**src/rtl/board_input_ctrl_pkg.sv**
```systemverilog
`default_nettype none
// ============================================================================
// Module      : apple1_board_pkg
// Description : Shared board-level definitions: system reset sequencer state
//               encoding and keyboard source select codes.
// Revision    : 1.0 - initial release
// ============================================================================
package apple1_board_pkg;

  // System reset sequencer states
  typedef enum logic [1:0] {
    S_POR     = 2'd0,
    S_RUN     = 2'd1,
    S_HELD    = 2'd2,
    S_STRETCH = 2'd3
  } state_t;

  // Keyboard source codes, shared with the core's keyboard mux
  localparam logic [1:0] KEY_SEL_UART = 2'b00;
  localparam logic [1:0] KEY_SEL_PS2  = 2'b10;

  function automatic int max_int(input int a, input int b);
    return (a > b) ? a : b;
  endfunction

endpackage
`default_nettype wire

```
**src/rtl/board_input_ctrl_if.sv**
```systemverilog
`default_nettype none
// ============================================================================
// Module      : board_input_ctrl_if
// Description : Board pins into the conditioning stage and the conditioned
//               controls out to the core.
// Revision    : 1.0 - initial release
// ============================================================================
interface board_input_ctrl_if;
  logic       button_in;
  logic       switch_in;
  logic       sys_rst_n;
  logic       vga_cls;
  logic [1:0] key_select;

  // Board side / stimulus drives the raw inputs
  modport master (
    output button_in, switch_in,
    input  sys_rst_n, vga_cls, key_select
  );

  // Conditioning stage consumes raw inputs and drives core controls
  modport slave (
    input  button_in, switch_in,
    output sys_rst_n, vga_cls, key_select
  );
endinterface
`default_nettype wire

```
**src/rtl/board_input_ctrl_debounce.sv**
```systemverilog
`default_nettype none
// ============================================================================
// Module      : input_debounce
// Description : Two-flop synchroniser followed by a counter debouncer. A new
//               level is accepted after DEBOUNCE_CYCLES consecutive samples.
// Revision    : 1.0 - initial release
// ============================================================================
module input_debounce #(
  parameter int DEBOUNCE_CYCLES = 250000
) (
  input  logic clk25,
  input  logic rst_n,
  input  logic din,
  output logic dout
);

  localparam int                 c_cnt_w    = (DEBOUNCE_CYCLES > 1) ? $clog2(DEBOUNCE_CYCLES) : 1;
  localparam logic [c_cnt_w-1:0] c_cnt_last = c_cnt_w'(DEBOUNCE_CYCLES - 1);

  logic               r_sync1;
  logic               r_sync2;
  logic               r_stable;
  logic [c_cnt_w-1:0] r_cnt;

  // Bring the asynchronous pin into the clk25 domain
  always_ff @(posedge clk25 or negedge rst_n) begin
    if (!rst_n) begin
      r_sync1 <= 1'b0;
      r_sync2 <= 1'b0;
    end else begin
      r_sync1 <= din;
      r_sync2 <= r_sync1;
    end
  end

  // Accept a new level only after it has held for the full count;
  // any return to the old level restarts the count
  always_ff @(posedge clk25 or negedge rst_n) begin
    if (!rst_n) begin
      r_stable <= 1'b0;
      r_cnt    <= '0;
    end else if (r_sync2 == r_stable) begin
      r_cnt <= '0;
    end else if (r_cnt == c_cnt_last) begin
      r_stable <= r_sync2;
      r_cnt    <= '0;
    end else begin
      r_cnt <= r_cnt + 1'b1;
    end
  end

  assign dout = r_stable;

endmodule
`default_nettype wire

```
**src/rtl/board_input_ctrl.sv**
```systemverilog
`default_nettype none
// ============================================================================
// Module      : board_input_ctrl
// Description : Board input conditioning ahead of the apple1 core: debounced
//               reset button and keyboard-source switch, power-on reset and
//               stretched system reset sequencing.
// Revision    : 1.0 - initial release
// ============================================================================
module board_input_ctrl
  import apple1_board_pkg::*;
#(
  parameter int DEBOUNCE_CYCLES = 250000,
  parameter int POR_CYCLES      = 1024,
  parameter int STRETCH_CYCLES  = 64
) (
  input  logic               clk25,
  input  logic               rst_n,
  board_input_ctrl_if.slave  bus
);

  localparam int                  c_tmax     = max_int(POR_CYCLES, STRETCH_CYCLES);
  localparam int                  c_tcnt_w   = (c_tmax > 1) ? $clog2(c_tmax) : 1;
  localparam logic [c_tcnt_w-1:0] c_por_last = c_tcnt_w'(POR_CYCLES - 1);
  localparam logic [c_tcnt_w-1:0] c_str_last = c_tcnt_w'(STRETCH_CYCLES - 1);

  logic                w_btn_stable;
  logic                w_sw_stable;
  state_t              r_state;
  state_t              w_next_state;
  logic [c_tcnt_w-1:0] r_tcnt;
  logic [c_tcnt_w-1:0] w_tcnt_next;
  logic                r_sys_rst_n;
  logic                r_vga_cls;
  logic [1:0]          r_key_select;

  input_debounce #(.DEBOUNCE_CYCLES(DEBOUNCE_CYCLES)) u_btn_debounce (
    .clk25 (clk25),
    .rst_n (rst_n),
    .din   (bus.button_in),
    .dout  (w_btn_stable)
  );

  input_debounce #(.DEBOUNCE_CYCLES(DEBOUNCE_CYCLES)) u_sw_debounce (
    .clk25 (clk25),
    .rst_n (rst_n),
    .din   (bus.switch_in),
    .dout  (w_sw_stable)
  );

  // Sequencer state and shared POR/stretch timer
  always_ff @(posedge clk25 or negedge rst_n) begin
    if (!rst_n) begin
      r_state <= S_POR;
      r_tcnt  <= '0;
    end else begin
      r_state <= w_next_state;
      r_tcnt  <= w_tcnt_next;
    end
  end

  // Next-state and timer logic; a re-press during stretch wins over timeout
  always_comb begin
    w_next_state = r_state;
    w_tcnt_next  = r_tcnt;
    case (r_state)
      S_POR: begin
        if (r_tcnt == c_por_last) begin
          w_tcnt_next  = '0;
          w_next_state = w_btn_stable ? S_HELD : S_RUN;
        end else begin
          w_tcnt_next = r_tcnt + 1'b1;
        end
      end
      S_RUN: begin
        if (w_btn_stable) w_next_state = S_HELD;
      end
      S_HELD: begin
        if (!w_btn_stable) begin
          w_tcnt_next  = '0;
          w_next_state = S_STRETCH;
        end
      end
      S_STRETCH: begin
        if (w_btn_stable) begin
          w_tcnt_next  = '0;
          w_next_state = S_HELD;
        end else if (r_tcnt == c_str_last) begin
          w_tcnt_next  = '0;
          w_next_state = S_RUN;
        end else begin
          w_tcnt_next = r_tcnt + 1'b1;
        end
      end
      default: begin
        w_tcnt_next  = '0;
        w_next_state = S_POR;
      end
    endcase
  end

  // Registered core controls; the switch never disturbs the core reset
  always_ff @(posedge clk25 or negedge rst_n) begin
    if (!rst_n) begin
      r_sys_rst_n  <= 1'b0;
      r_vga_cls    <= 1'b1;
      r_key_select <= KEY_SEL_UART;
    end else begin
      r_sys_rst_n  <= (w_next_state == S_RUN);
      r_vga_cls    <= (w_next_state != S_RUN);
      r_key_select <= w_sw_stable ? KEY_SEL_PS2 : KEY_SEL_UART;
    end
  end

  assign bus.sys_rst_n  = r_sys_rst_n;
  assign bus.vga_cls    = r_vga_cls;
  assign bus.key_select = r_key_select;

endmodule
`default_nettype wire

```
**src/flat_wrapper.sv**
```systemverilog
// flat-port wrapper written by rule: the top's interface ports become plain ports
module board_input_ctrl_flat import apple1_board_pkg::*;
#(
  parameter int DEBOUNCE_CYCLES = 250000,
  parameter int POR_CYCLES      = 1024,
  parameter int STRETCH_CYCLES  = 64
)
  (clk25, rst_n, bus_button_in, bus_switch_in, bus_sys_rst_n, bus_vga_cls, bus_key_select);
  board_input_ctrl_if bus_i ();
  input  logic clk25;
  input  logic rst_n;
  input wire logic [$bits(bus_i.button_in)-1:0] bus_button_in;
  input wire logic [$bits(bus_i.switch_in)-1:0] bus_switch_in;
  output wire logic [$bits(bus_i.sys_rst_n)-1:0] bus_sys_rst_n;
  output wire logic [$bits(bus_i.vga_cls)-1:0] bus_vga_cls;
  output wire logic [$bits(bus_i.key_select)-1:0] bus_key_select;
  assign bus_i.button_in = bus_button_in;
  assign bus_i.switch_in = bus_switch_in;
  assign bus_sys_rst_n = bus_i.sys_rst_n;
  assign bus_vga_cls = bus_i.vga_cls;
  assign bus_key_select = bus_i.key_select;
  board_input_ctrl #(.DEBOUNCE_CYCLES(DEBOUNCE_CYCLES), .POR_CYCLES(POR_CYCLES), .STRETCH_CYCLES(STRETCH_CYCLES)) u_core (.clk25(clk25), .rst_n(rst_n), .bus(bus_i));
endmodule
```
**config.mk**
```make
export PLATFORM = sky130hd
export DESIGN_NAME = board_input_ctrl_flat
export DESIGN_NICKNAME = d
export VERILOG_FILES = /design/src/rtl/board_input_ctrl_pkg.sv /design/src/rtl/board_input_ctrl_if.sv /design/src/rtl/board_input_ctrl_debounce.sv /design/src/rtl/board_input_ctrl.sv /design/src/flat_wrapper.sv
export SDC_FILE = /design/constraint.sdc
export NUM_CORES = 1
export LEC_CHECK = 0
export BUFFER_PORTS_ARGS = -buffer_cell sky130_fd_sc_hd__buf_2
export CAP_MARGIN = 20
export CORE_ASPECT_RATIO = 1.75
export CORE_MARGIN = 1.5
export CORE_UTILIZATION = 65
export CTS_CLUSTER_SIZE = 30
export DETAILED_ROUTE_END_ITERATION = 12
export GPL_ROUTABILITY_DRIVEN = 0
export GPL_TIMING_DRIVEN = 0
export PLACE_DENSITY = 0.91
export SYNTH_ARGS = -nofsm -noshare
export SYNTH_HDL_FRONTEND = slang
export SYNTH_SLANG_ARGS = --single-unit
```
**constraint.sdc**
```tcl
create_clock -name clk25 -period 3.21 [get_ports clk25]
set_clock_uncertainty 0.05 [all_clocks]
set_input_delay 0.8025 -clock clk25 [delete_from_list [all_inputs] [get_ports clk25]]
set_output_delay 0.8025 -clock clk25 [all_outputs]
set_load 0.005 [all_outputs]
```
[Word-level counts from Yosys, hierarchy flattened]
Cells that the tools add are included.
Word-level totals
  register bits: 58
  latch bits: 0
  memory bits (writable): 0
  ROM bits: 0
  logic and storage cells: 52
  memories: 0
Operators by class
  add/sub/neg operators: 3
  $mul: 0
  divide/modulo/power cells: 0
  $lt $le $gt $ge: 0
  equal/unequal tests: 12
  shift operators: 0
  multiplexer cells: 17
  bitwise gates (word level): 2
  reductions and logical operators: 5
Operators with widths (count)
  $mux W18: 4
  $mux W10: 4
  $add A18 B1 Y18 const B: 2
  $eq A18 B18 Y1 const B: 2
  $pmux W10 S3: 1
  $mux W2: 7
  $add A10 B1 Y10 const B: 1
  $eq A10 B10 Y1 const B: 1
  $eq A10 B6 Y1 const B: 1
  $pmux W2 S4: 1
  $reduce_and A2 Y1: 3
  $eq A2 B1 Y1 const B: 2
  $eq A2 B2 Y1 const B: 2
  $reduce_bool A3 Y1: 1
  $eq A1 B1 Y1: 2
  $logic_not A2 Y1: 1
  $ne A2 B1 Y1 const B: 1
  $ne A2 B2 Y1 const B: 1
  $not A1 Y1: 2

[Depth between registers and ports, before layout]
Gate-level depths: netlist (run 1).
  depth in word-level cells: 5
  depth in mapped cells: 6
  gate-level depth less buffers: 5

[Modules after synthesis]
Synthesis (run 1) repeated with hierarchy kept, for this count alone.
Second synthesis, totals
  cells, all modules: 293
  area, all modules: 2997.9 um2
By module, submodules not included
  input_debounce: instances 2, cells an instance 99, area an instance 1029.7 um2
  board_input_ctrl: instances 1, cells an instance 95, area an instance 938.4 um2

[Worst setup path after synthesis (run 1)]
No wires, ideal clock.
  kind: flip-flop to flip-flop
  from: register u_core.r_tcnt[0]
  to: register u_core.r_tcnt[5]
  library setup time: 0.116 ns
  data arrival time: 1.644 ns
  required time: 3.044 ns
  path slack: 1.401 ns
  stages on the path, launching flop included: 7
  period minus slack after synthesis: 1.809 ns
  cell sequence: dfrtp_1 ha_1 and3_1 clkbuf_1 a41oi_2 o21ai_1 o311ai_0
Between the ends
  word-level cells in the longest chain between the ends: 4
  elaborated cells on any way between the ends: 7
  classes of those cells: add/sub (1); eq/ne (2); mux (4)
RTL lines
  from (decl): RTL line board_input_ctrl.sv:30  | logic [c_tcnt_w-1:0] r_tcnt;
  from (signal assigned): RTL line board_input_ctrl.sv:57  | r_tcnt <= w_tcnt_next;
  $add A10 B1 Y10 / $eq A10 B6 Y1 (equally long branches): RTL line board_input_ctrl.sv:71, board_input_ctrl.sv:91, board_input_ctrl.sv:87
  $mux W10: RTL line board_input_ctrl.sv:87  | end else if (r_tcnt == c_str_last) begin
  $mux W10: RTL line board_input_ctrl.sv:84  | if (w_btn_stable) begin
  $pmux W10 S3 *: RTL line board_input_ctrl.sv:65  | case (r_state)
Mark *: on every way between the ends. The rest lies on a longest branch, timed or not.
A chain may end at the register's enable or synchronous reset.

[Worst setup path after layout (run 1)]
  from: register u_core.r_tcnt[0]
  to: register u_core.r_tcnt[7]
Same word-level chain as after synthesis.

==> key figures, run 1 <==
Global route
  – M3 GR Usage: 0.04770
  – Largest net degree at the start of global routing: 35
  – Gr busiest metal: met2
  – First-pass GRT wire length: 9646 um
  – Met1 GRT Util: 0.3055
  – GR Util met2: 0.4537
  – Gr usage total: 0.2715
  – Overflow after GRT: 0
  – Number of global-route vias before repair: 2174
  – Initial antenna violation count: 0

STA
  – Max Clk Rate: 450.1 MHz
  – Slew Limit Fails: 0
  – Slew headroom: 0.5765
  – Setup TNS: 0 ps
  – Hold Slack: 301.4 ps
  – Final hold vios: 0
  – Setup violators final: 0
  – Setup ws final: 988.0 ps
  – Worst-Margin Slew: 633.0 ps
  – RSZ-0062 raised after global routing: false
  – Fin crit period: 2222 ps
  – Final Cycle Share: 0.6922

CTS
  – Worst-Skew Late Latency: 330 ps
  – CTS hold repair buffers: 0
  – CTS H-tree depth: 3
  – Post-CTS setup buffer count: 0
  – CTS Root Buffer Type: clkbuf_8
  – CTS tree: built
  – CTS buffer count: 9
  – Worst-case clock buffer depth: 2
  – Post-cts resize count: 0
  – Clock slew at reported path FFs: 60 ps
  – CTS sink cnt: 57

Power
  – Maximum VDD drop: 0.3875 mV
  – Total Power: 1.318 mW
  – Power Dens Cells: 415.6 nW/um2
  – Pleak: 1.349 nW

Synthesis
  – Post-synth EDFFs: 0
  – Netlist Area Pre-Place: 2895 um2
  – Ys async rst share: 1.000
  – Cells after synthesis: 293
  – Post-Syn Nets: 300
  – Ys Warns: 0
  – Library cells used by synthesis: 48
  – Synth area leaders: dfrtp_1 (48%), nor2_1 (4.7%), xor2_1 (4.5%)
  – Post-Syn Area per Cell: 9.881 um2
  – Synth top area share: 0.4840
  – Yosys reg bits: 57
  – Largest area contributor in the netlist: dfrtp_1
  – Register area share after synthesis: 0.4931
  – Ys flop type: dfrtp_1

Placed design
  – DP HPWL: 4062 um
  – Placed cells: 351
  – Placed Area: 3009 um2
  – IO Port Bufs: 6
  – DP Worst Slack: 1040 ps

Floorplanning
  – Ports: 8
  – Die area: 4879 um2
  – Total core area: 4324 um2
  – FP Rows: 32
  – Die Ht: 91.29 um
  – Die W: 53.45 um
  – Initial core utilization: 0.6696

Drt
  – Detailed Route WL: 5874 um
  – Antenna-violating nets left: 0
  – WL/cell: 16.01 um
  – DRT iter0 DRCs: 81
  – DR vias: 2251
  – Drt first pass iters: 4
  – Via/cell ratio: 6.134
  – Drt drc: 0

Finish
  – Post-Layout Cell Count: 367
  – Fin area: 3171 um2
  – Final net count: 318
  – Share of layout cells above drive strength 1: 0.1266
  – Antenna cells: 0
  – Fin util: 0.7332
  – Area grow syn2layout: 9.507%
  – # fillers: 302

Run status
  – Status: finished clean

Min path
  – Hold Crit Depth: 0
  – Class of the worst hold path: flop to flop

Worst setup path
  – Setup crit end kind: flop
  – FF-to-FF path depth: 6
  – Worst Path Max Fanout: 9
  – Critical path arrival: 2370 ps
  – Required @ worst endpoint: 3360 ps
  – Critical Path Source Type: flop
  – CP Class: flop to flop

Run
  – Max cap viols: 0
[cell usage in the layout, fill, tap and decap left out, types with 4 or more instances in the layout]
cell	synthesis	layout
nand2_1	26	26
xor2_1	15	15
or3_1	4	4
clkbuf_8	0	9
clkbuf_1	7	7
clkinv_2	0	6
o311ai_0	4	4
xnor2_1	11	11
a21oi_1	9	9
buf_2	2	8
o31ai_1	4	4
and3_1	6	6
and4_1	4	4
nor3_1	6	6
nor2_1	36	36
o211ai_1	7	7
nor4_1	5	5
nand4_1	9	9
and2_1	5	5
o21ai_0	10	10
dfrtp_1	56	56
nand3_1	19	19
inv_1	8	8
[state kept, by name, summed over array words and instances (netlist names), 2 cells and up]
register and cells:
u_core.u_btn_debounce.r_cnt 18, u_core.r_tcnt 10, u_core.u_sw_debounce.r_cnt 18, u_core.r_state 2
[kinds of logic (layout without fill, tap and decap cells)]
| kind of cell | Yosys count | count (layout) | share of synthesized area |
|---|---|---|---|
| simple gates | 139 | 139 | 0.2519 |
| fa+ha+maj | 3 | 3 | 0.01297 |
| xor+xnor | 26 | 26 | 0.07865 |
| other cells | 1 | 1 | 0.001295 |
| flops | 57 | 57 | 0.4931 |
| mux | 2 | 2 | 0.007778 |
| compound gates | 45 | 45 | 0.1223 |
| buf+inv | 20 | 43 | 0.03198 |
[critical path: stages (launching register included)]
cell and delay, ps:
dfrtp_1 410, ha_1 250, and3_1 160, clkbuf_1 150, a31oi_2 420, o21ai_1 250, o311ai_0 400
[area by class of cell]
class / count / area (um2) / share of cell area
buffer: 12 / 62.56 / 0.01973
clock buffer: 9 / 123.9 / 0.03907
clock inverter: 7 / 37.54 / 0.01184
inverter: 8 / 30.03 / 0.009471
multi-input combinational: 216 / 1375 / 0.4337
sequential: 57 / 1428 / 0.4503
tap: 51 / 63.81 / 0.02013
timing repair buffer: 7 / 50.05 / 0.01579
[final timing paths]
check / end / slack, ps / from
max: u_core.r_tcnt[7] / 990 / u_core.r_tcnt[0]
min reg2reg: u_core.u_btn_debounce.r_sync2 / 300 / u_core.u_btn_debounce.r_sync1
min in group asynchronous: u_core.u_sw_debounce.r_cnt[8] / 410 / rst_n
max reg2reg: u_core.r_tcnt[7] / 990 / u_core.r_tcnt[0]
min: u_core.u_btn_debounce.r_sync2 / 300 / u_core.u_btn_debounce.r_sync1
max in group asynchronous: u_core.bus.vga_cls / 2070 / rst_n
[Yosys cell counts, types with 4 or more instances]
library cell / number
nand4_1: 9
and2_1: 5
a21oi_1: 9
o21ai_0: 10
and3_1: 6
or3_1: 4
o31ai_1: 4
nand3_1: 19
nand2_1: 26
nor2_1: 36
inv_1: 8
dfrtp_1: 56
and4_1: 4
clkbuf_1: 7
nor3_1: 6
o311ai_0: 4
o211ai_1: 7
nor4_1: 5
xnor2_1: 11
xor2_1: 15
[where the power goes]
group | internal [mW] | leakage (nW) | switching (mW)
registers | 0.727 | 0.764 | 0.00762
logic | 0.0148 | 0.496 | 0.0299
clock network | 0.270 | 0.0883 | 0.268
[routing by layer]
metal	wire length, um	vias to the layer above	part of all wire
met5	0	-	0
met4	184	0	0.031
met3	169	14	0.029
met2	3191	52	0.54
met1	2328	1093	0.40
li1	-	1092	-
Note: power is estimated with default switching activity, not from simulation.
==> inputs of run 2 (changes only) <==
Settings changed: CORE_UTILIZATION 65 to 62, PLACE_DENSITY 0.91 to 0.87.
Clock period 3.21 ns to 2.28 ns, I/O delays scaled along.
==> run 2 against run 1 <==
Compared with the run above:
- clock power is 90% higher
- critical endpoint is now u_core.u_sw_debounce.r_cnt[11]
- sequential share of layout area down 0.96 points
- sequential power increased by 40%
- register-to-register slack lost 880 ps
- hold slack got worse by 160 ps
- global-route usage fell by 0.41 points
- total power grew 60%
- highest routed layer unchanged
- via count up 0.44%
- critical path depth shrank 1
- worst setup slack lost 880 ps
- flip-flop and latch count did not move
==> key figures, run 2 (synthesized netlist as in run 1, its figures left out) <==
Power
  – Seq pwr share: 0.490
  – Total Power: 2.112 mW
  – Net Switching: 0.4293 mW
  – Power Internal: 1.682 mW
  – Power Dens Cells: 651.9 nW/um2
  – Pleak: 1.370 nW
  – Switch share: 0.2033
  – Maximum VDD drop: 0.6864 mV
  – Comb pwr share: 0.029
  – Clock power share: 0.482

Global route
  – Largest net degree at the start of global routing: 37
  – Gr usage total: 0.2674
  – Overflow after GRT: 0
  – Number of global-route vias before repair: 2174
  – Initial antenna violation count: 0
  – First-pass GRT wire length: 9749 um

Placed design
  – IO Port Bufs: 6
  – DP HPWL: 3987 um

CTS
  – CTS sink cnt: 57
  – Post-CTS setup buffer count: 0
  – CTS buffer count: 9
  – Clock slew at reported path FFs: 60 ps
  – CTS tree: built
  – CTS Root Buffer Type: clkbuf_8
  – CTS H-tree depth: 3
  – Worst-Skew Late Latency: 340 ps
  – Worst-case clock buffer depth: 2

Drt
  – Met3 wire length: 186 um
  – Detailed Route WL: 5877 um
  – WL/cell: 16.06 um
  – Drt first pass iters: 5
  – M1 wire length: 2340 um
  – DR vias: 2261
  – Met2 WL: 3246 um
  – DRT iter0 DRCs: 63
  – Via/cell ratio: 6.178
  – Antenna-violating nets left: 0
  – Drt drc: 0
  – Highest Signal Layer: met4

STA
  – Max Clk Rate: 461.2 MHz
  – Setup TNS: 0 ps
  – Slew headroom: 0.5893
  – Setup violators final: 0
  – RSZ-0062 raised after global routing: false
  – Worst-Margin Slew: 614.0 ps
  – Fin crit period: 2168 ps
  – Final Cycle Share: 0.9509
  – Final hold vios: 0
  – Slew Limit Fails: 0
  – Hold Slack: 143.5 ps

Min path
  – Class of the worst hold path: input port to asynchronous set/reset pin

Finish
  – Most common cell after layout, fill and taps aside: dfrtp_1
  – Most frequent cells in the layout: dfrtp_1 (56), nor2_1 (36), nand2_1 (26)
  – Share of layout cells above drive strength 1: 0.1175
  – Final net count: 318
  – Area grow syn2layout: 11.88%
  – Fin util: 0.7289
  – Antenna cells: 0
  – Top Registers: u_core.u_btn_debounce.r_cnt (18), u_core.u_sw_debounce.r_cnt (18), u_core.r_tcnt (10)

Floorplanning
  – Total core area: 4444 um2
  – Initial core utilization: 0.6515
  – Ports: 8
  – FP Rows: 32
  – Die Ht: 93.40 um
  – Die W: 54.66 um
  – Die area: 5105 um2

Worst setup path
  – Crit-path max cell delay: 640 ps
  – Critical Path Source Type: flop
  – Worst Path Max Fanout: 10
  – Worst path top cell family by delay: compound AO/OA/AOI/OAI gates
  – Slowest cell on crit path: o41ai_4
  – Critical path, cell by cell: nor4_1 > nand2_1 > o41ai_4 > buf_2 > nor2_1
  – Buf+Inv Stages, Crit Path: 1
  – Setup crit end kind: flop
  – Required @ worst endpoint: 2450 ps
  – Reg-to-reg setup timing slack: 110 ps
  – Critical path arrival: 2340 ps
  – CP Class: flop to flop

Run status
  – Status: finished clean

Run
  – Max cap viols: 0
[run 2: cell types whose count changed in the layout (fill, tap and decap cells not counted), sizes merged]
cell / delta
clkbuf: +3
bufinv: +2
clkinvlp: -1
clkinv: -5
[run 2: routing by layer]
metal  vias to the layer above  track usage
li1                       1089            -
met1                      1110       0.2857
met2                        54       0.4593
met3                         8      0.07508
met4                         0       0.1229
met5                         -            0
[run 2: worst reg2reg max path, delay by kind of cell, from the launching register on]
family,cells,cell delay [ps]
AO/OA/AOI/OAI,1,640
AND/OR/NAND/NOR,3,590
flip-flops,1,430
buffers and inverters,1,340
[run 2: per-stage QoR]
| stage | worst slack (ps) | cells | instance area (um2) |
|---|---|---|---|
| after floorplan | 470.8 | 293 | 2895 |
| after global placement | 170.8 | 350 | 2989 |
| after detailed placement | 126.3 | 351 | 3009 |
| after CTS | 109.7 | 366 | 3219 |
| after global routing | 25.91 | 366 | 3239 |
| final | 111.9 | 366 | 3239 |
[run 2: cell type report]
class	instances	area [um2]
clock inverter	3	65.06
fill	299	1205
buffer	12	62.56
sequential	57	1428
clock buffer	12	145.1
inverter	8	30.03
tap	51	63.81
multi-input combinational	216	1395
timing repair buffer	7	50.05
[run 2: repair_timing]
| action | 4_1_cts | 5_1_grt |
|---|---|---|
| setup endpoints to repair | 0 | 3 |
| gates resized for setup | 0 | 3 |
| hold buffers | 0 | 0 |
[run 2: path summary, 6_finish.rpt]
check                                               startpoint                             end  cells after the start
worst max-delay path            u_core.u_sw_debounce.r_cnt[11]  u_core.u_sw_debounce.r_cnt[11]                      5
worst min-delay path                                     rst_n  u_core.u_sw_debounce.r_cnt[15]                      1
worst max register to register  u_core.u_sw_debounce.r_cnt[11]  u_core.u_sw_debounce.r_cnt[11]                      5
worst min register to register   u_core.u_btn_debounce.r_sync1   u_core.u_btn_debounce.r_sync2                      0
max in group asynchronous                                rst_n              u_core.bus.vga_cls                      2
min in group clk25                               bus_switch_in    u_core.u_sw_debounce.r_sync1                      1
[run 2: power groups by stage]
stage               logic (mW)  clock network, mW  registers [mW]
global route            0.0701               1.08            1.04
global placement        0.0561                  0            1.05
detailed placement      0.0622                  0            1.05
floorplan               0.0294                  0            1.05
finish                  0.0603               1.02            1.03
CTS                     0.0624               1.04            1.03
